===== src/rtl/fsm_door_ctrl.sv =====
// fsm_door_ctrl: garage-door motor controller with limit switches, obstruction reversal and run timeout.
// Define DOOR_AUTO_CLOSE_EN to compile in auto-close of a door left fully open.
module fsm_door_ctrl #(
  parameter int TIMEOUT_CYCLES    = 1000,
  parameter int AUTO_CLOSE_CYCLES = 5000,
  parameter int CNT_W             = 16
) (
  input  logic       CLK,
  input  logic       RST,
  input  logic       Activate,
  input  logic       UP_MAX,
  input  logic       DN_MAX,
  input  logic       OBSTRUCT,
  output logic       UP_motor,
  output logic       DN_motor,
  output logic       FAULT,
  output logic [2:0] STATE
);
`ifdef DOOR_AUTO_CLOSE_EN
  localparam bit AUTO_EN = 1'b1;
`else
  localparam bit AUTO_EN = 1'b0;
`endif
  localparam logic [CNT_W-1:0] TO_LAST = CNT_W'(TIMEOUT_CYCLES - 1);
  localparam logic [CNT_W-1:0] AC_LAST = CNT_W'(AUTO_CLOSE_CYCLES - 1);
  typedef enum logic [2:0] {
    S_IDLE    = 3'd0,
    S_MV_UP   = 3'd1,
    S_MV_DN   = 3'd2,
    S_STOPPED = 3'd3,
    S_FAULT   = 3'd4
  } state_e;
  state_e           state_q, state_d;
  logic [CNT_W-1:0] cnt_q, cnt_d;
  logic             act_q, armed_q, last_up_q, last_up_d;
  logic             act_rise, idle_run, run;
  // armed_q blocks a spurious edge when Activate is already high as reset releases
  assign act_rise = Activate & ~act_q & armed_q;
  assign idle_run = AUTO_EN & (state_q == S_IDLE) & UP_MAX & ~OBSTRUCT;
  assign run      = (state_q == S_MV_UP) | (state_q == S_MV_DN) | idle_run;
  always_comb begin
    state_d = state_q;
    case (state_q)
      S_IDLE: begin
        if (act_rise) state_d = UP_MAX ? S_MV_DN : S_MV_UP;
        else if (idle_run && cnt_q == AC_LAST) state_d = S_MV_DN;
      end
      S_MV_UP: begin
        if (UP_MAX) state_d = S_IDLE;
        else if (act_rise) state_d = S_STOPPED;
        else if (cnt_q == TO_LAST) state_d = S_FAULT;
      end
      S_MV_DN: begin
        if (DN_MAX) state_d = S_IDLE;
        else if (OBSTRUCT || act_rise) state_d = S_MV_UP;
        else if (cnt_q == TO_LAST) state_d = S_FAULT;
      end
      S_STOPPED: if (act_rise) state_d = last_up_q ? S_MV_DN : S_MV_UP;
      default: state_d = S_FAULT;
    endcase
    if (state_q != S_FAULT && UP_MAX && DN_MAX) state_d = S_FAULT;
    // any state change (including reversal) restarts the count from zero
    cnt_d = (run && state_d == state_q) ? (&cnt_q ? cnt_q : cnt_q + CNT_W'(1)) : '0;
    last_up_d = (state_q == S_MV_UP) ? 1'b1 : (state_q == S_MV_DN) ? 1'b0 : last_up_q;
  end
  always_ff @(posedge CLK or negedge RST) begin
    if (!RST) begin
      state_q   <= S_IDLE;
      cnt_q     <= '0;
      act_q     <= 1'b0;
      armed_q   <= 1'b0;
      last_up_q <= 1'b0;
    end else begin
      state_q   <= state_d;
      cnt_q     <= cnt_d;
      act_q     <= Activate;
      armed_q   <= armed_q | ~Activate;
      last_up_q <= last_up_d;
    end
  end
  assign UP_motor = state_q == S_MV_UP;
  assign DN_motor = state_q == S_MV_DN;
  assign FAULT    = state_q == S_FAULT;
  assign STATE    = state_q;
endmodule

===== config.mk =====
export PLATFORM = sky130hd
export DESIGN_NAME = fsm_door_ctrl
export DESIGN_NICKNAME = d
export VERILOG_FILES = /design/src/rtl/fsm_door_ctrl.sv
export SDC_FILE = /design/constraint.sdc
export NUM_CORES = 1
export LEC_CHECK = 0
export ABC_AREA = 1
export CAP_MARGIN = 20
export CORE_ASPECT_RATIO = 0.9
export CORE_UTILIZATION = 40
export DETAILED_ROUTE_END_ITERATION = 16
export GPL_TIMING_DRIVEN = 0
export PLACE_DENSITY_LB_ADDON = 0.08
export SETUP_SLACK_MARGIN = 0.3
export SYNTH_ARGS = -nofsm -noshare
export SYNTH_HDL_FRONTEND = slang
export SYNTH_SLANG_ARGS = --single-unit

===== constraint.sdc =====
create_clock -name CLK -period 1.77 [get_ports CLK]
set_input_delay 0.2655 -clock CLK [delete_from_list [all_inputs] [get_ports CLK]]
set_output_delay 0.2655 -clock CLK [all_outputs]
set_load 0.01 [all_outputs]

After elaboration in Yosys (flattened, before gate mapping):

Cells that the tools add are included.

* bitwise gates (word level): 6
* equality and inequality tests: 8
* muxes and demuxes: 15
* reductions and logical operators: 7
* $add $sub $neg: 1

Operators by type and width (count)
* 16-bit 2-to-1 mux: 2
* 3-bit 2-to-1 mux: 8
* 16-bit by 1-bit adder with 16-bit output, second input constant: 1
* 16-bit by 10-bit equality test with 1-bit output, second input constant: 1
* 16-bit AND reduction: 1
* 3-bit one-hot mux with 4 select lines: 1
* 3-bit by 2-bit equality test with 1-bit output, second input constant: 2
* 2-bit 2-to-1 mux: 2
* 3-bit by 1-bit equality test with 1-bit output, second input constant: 1
* 3-bit equality test: 1
* 3-bit equality test, second input constant: 1
* 1-bit logical AND: 3
* 3-bit logical NOT: 1
* 3-bit inequality test, second input constant: 1
* 1-bit bitwise AND: 2
* 1-bit 2-to-1 mux: 2
* 2-bit inequality test, second input constant: 1
* 1-bit NOT: 2
* 1-bit bitwise OR: 2
* 2-bit nonzero test: 1
* 1-bit logical OR: 1

* logic and storage cells: 42
* register bits after elaboration: 22
* input port bits: 6
* output and inout bits: 6

Longest topological paths before layout:

* depth in word-level cells: 11
* depth in mapped cells: 15
* depth with buffers taken out: 14

Least setup slack after synthesis:

Ideal clock, no wire load.

* kind: reg2reg
* start point: reg cnt_q[0]
* end point: reg cnt_q[8]
* setup slack: -1 ps
* period minus slack after synthesis: 1771 ps
* setup time: 124 ps
* data arrival time: 1647 ps
* data required time: 1646 ps
* cell stages (with the launch flop): 11
* buffers on the path: 0
* cells stage by stage: dfrtp_1 > ha_1 > nand2_1 > nor3_2 > nand3_1 > nor2_1 > nand2_1 > nand2_1 > nor2_1 > xor2_1 > nor2_4

* word-level cells in the longest chain between the ends: 9
* elaborated cells on any way between the ends: 15
* classes of those cells: 1 x add/sub; 3 x eq/ne; 9 x mux; 2 x reduce/logical

RTL lines
* start: declaration: RTL line 34 `logic [CNT_W-1:0] cnt_q, cnt_d;`
* start signal: assignment: RTL line 75 `cnt_q <= cnt_d;`
* 16-bit by 10-bit equality test with 1-bit output: RTL line 51, 56
* 3-bit 2-to-1 mux: RTL line 51, 56
* 3-bit 2-to-1 mux, on equally long branches: RTL line 55, 50
* 3-bit 2-to-1 mux, on equally long branches: RTL line 54, 49
* 3-bit one-hot mux with 4 select lines: RTL line 43 `case (state_q)`
* 3-bit 2-to-1 mux: RTL line 61 `if (state_q != S_FAULT && UP_MAX && DN_MAX) state_d = S_FAULT;`
* 3-bit equality test: RTL line 63 `cnt_d = (run && state_d == state_q) ? (&cnt_q ? cnt_q : cnt_q + CNT_W'(1)) : '0;`
* 1-bit logical AND: RTL line 63
* 2-bit inequality test (no source line) or 16-bit 2-to-1 mux (tied branches)

Several ways; a longest one is shown, not always the timed one. The select of a mux whose other input is x is not followed.
A chain may end at the register's enable or synchronous reset.

Worst setup path in the final report:

* start point: in UP_MAX
* end point: reg cnt_q[9]

* elaborated cells on any way between the ends: 11
* classes of those cells: 2 x eq/ne; 6 x mux; 3 x reduce/logical

RTL lines
* start: declaration: RTL line 11 `input logic UP_MAX,`
* 3-bit 2-to-1 mux or 1-bit logical AND (tied branches): RTL line 49, 61
* 3-bit one-hot mux with 4 select lines or 1-bit logical AND (tied branches): RTL line 43, 61
* 3-bit 2-to-1 mux *: RTL line 61
* named net state_d[2]: RTL line 33 `state_e state_q, state_d;`
* 3-bit equality test *: RTL line 63
* 1-bit logical AND *: RTL line 63
* 2-bit inequality test (no source line) or 16-bit 2-to-1 mux (tied branches)

Mark *: on every way through the listed nets, which the timed path passes. The rest lies on a longest branch.

==> reports/results.ini <==
[placement]
place_congestion=0.8458
place_hpwl_um=2236
port_buffers=11

[critical_path]
crit_type=primary input to register
reg2reg_depth=15
rr_startpoint=cnt_q[1]
crit_path_max_fanout=6
cp-end-kind=register
worstPathArrival_ps=2060
cp.required_ps=1970
crit_start=UP_MAX
crit_path_start_kind=primary input

[detailed_routing]
vias_per_cell=4.843
antenna_left=0
dr.pass1.iters=4
drc=0
dr_total_vias=1327
wirelength_um=3541
drtIter0Drc=84
wire_per_inst_um=12.92

[yosys]
synth_top_area_share_pct=38.23
synth_seq_cells=22
syn_nets=198
netlist_area_sq_mm=0.001440
synth_cells=191
yosys_warnings=0
synthTopCellsByArea=dfrtp_1, nand2_1, nor2_1
synth_top_area_cell=dfrtp_1
syn_area_per_cell_sq_um=7.540
synth.distinct_cells=24
ys_seq_area_share_pct=38.23

[timing]
timing.fmax_mhz=537.5
whs_ps=275.9
clock_skew_ps=6.149
worst_slack_ps=-90.51
finalCriticalPeriod_ps=1861
rsz0062_at_grt=yes
max_slew_margin_pct=59.31
slew_viol_final=0
final_hold_viol_count=0
tightest_slew_ps=610.3
finalSetupViolations=16
period_share_pct=105.1

[die]
initial_core_util_pct=42.32
core-area_sq_mm=0.003403
rows=20
io-pin-count=12
die_y_um=58.93
fp.dieArea_sq_mm=0.003845
die_w_um=65.25

[clock_network]
clk_pin_slew_ps=80
clk_latency_ps=270
cts_sinks=22
cts_made_buffers=3
root_buffer=clkbuf_8
ctsHoldBuffers=0
h-tree-depth=1
cts_buffer_depth=2
cts_tree=yes

[global_route]
gr-total-overflow=0
grt_max_degree=23
grt_pass1_vias=1181
grt_first_pass_wirelength_um=5375
grt_use_total_pct=18.65
antenna_found_initial=0

[final_layout]
area_growth_pct=43.88
fin_nets=238
final_common_cell=nand2_1
final_cell_mix=nand2_1, nor2_1, inv_1, buf_4, dfrtp_1
drive_above_1_share_pct=42.17
antenna_cells=0
final_util_pct=60.88

[power]
p_sw_uw=197.8
p_sw_share_pct=21.38
power_frac_seq_pct=55.0
p_clk_share_pct=39.7
p_int_uw=727.2
power_density_mw_per_mm2=446.4
irDropWorstVdd_mv=0.3271
combinationalPowerShare_pct=5.4
leakagePower_uw=0.0009362

[min_path]
holdCritPathClass=primary input to async pin

[outcome]
failed_checks=setup timing
status=finished with violations

[job]
cap_violations=0

-- stage by stage --
| stage | TNS [ps] | area (sq um) | cells | setup slack (ps) | total power [uW] |
|---|---|---|---|---|---|
| final | -1190 | 2072 | 274 | -90.51 | 925.0 |
| after global placement | -8200 | 1630 | 246 | -561.5 | 553.7 |
| after detailed placement | -8556 | 1630 | 246 | -587.3 | 554.4 |
| after floorplan | 0 | 1465 | 191 | 65.25 | 529.0 |
| after global routing | -2580 | 2072 | 274 | -181.2 | 965.1 |
| after CTS | -1452 | 1841 | 260 | -97.39 | 932.3 |
-- power by group through the flow --
stage / clock network (uW) / registers (uW) / logic [uW]
2_1_floorplan: 0 / 518 / 11.5
3_3_place_gp: 0 / 518 / 35.7
3_5_place_dp: 0 / 518 / 36.6
4_1_cts: 385 / 509 / 38.7
5_1_grt: 401 / 509 / 54.8
6_report: 367 / 508 / 49.7
-- critical path, cell delays in order --
cell and delay [ps]:
clkdlybuf4s50_1 450, a21oi_1 530, o21ai_2 140, nand2_1 100, o21ai_2 70, nor2_4 140
nand2_4 110, buf_8 160, nor2_4 90
-- registers in the layout (all words and copies together), names as in the netlist --
signal and flops:
STATE 3, last_up_q 1, armed_q 1, act_q 1, cnt_q 16
-- metal layers --
metal	track usage (%)	up-vias	share of wire [%]	wire length, um
met1	25.49	628	47	1665
li1	-	674	-	-
met3	4.070	4	2.5	90
met2	30.04	21	50	1757
met4	4.658	0	0.79	28
met5	0	-	0	0
-- synth_stat cells --
library cell / n
a21oi_1: 1
nand2_4: 1
o21bai_1: 2
dfrtp_1: 22
ha_1: 1
inv_1: 27
buf_12: 1
o21ai_0: 7
nand4_1: 2
nand3_1: 13
xor2_1: 6
nor2_4: 10
nor3_2: 4
xnor2_1: 3
nand3_2: 1
nand2_2: 4
nor2_1: 30
o21a_1: 1
inv_2: 1
nand2_1: 45
o21ai_2: 1
nor3_1: 5
nor4_1: 2
nor2_2: 1
-- cell type report --
type | count | area [sq um]
well taps | 44 | 55.05
plain buffers | 1 | 20.02
fillers | 327 | 1331
clock buffers | 4 | 55.05
flip-flops and latches | 22 | 555.5
repair buffers | 35 | 319.1
inverters | 28 | 107.6
multi-input cells | 140 | 959.7
-- repair_timing --
action | 4_1_cts | 5_1_grt
gates cloned | 1 | 0
endpoints found under the setup margin | 24 | 21
pin swaps | 10 | 18
buffers inserted | 9 | 13
gates resized for setup | 37 | 34
-- worst paths after layout --
path / endpoint / slack (ps)
min in group CLK: armed_q / 480
max: cnt_q[9] / -90
min reg2reg: armed_q / 480
min: cnt_q[2] / 280
max reg2reg: cnt_q[9] / -80
max in group asynchronous: STATE[0] / 1060
-- cell families after synthesis --
kind of cell	Yosys count	share of synthesized area (%)
xor+xnor	9	5.474
buf+inv	29	8.688
fa+ha+maj	1	0.8687
flops	22	38.23
compound gates	12	4.952
simple gates	118	41.79
Note: power is estimated with default switching activity, not from simulation.
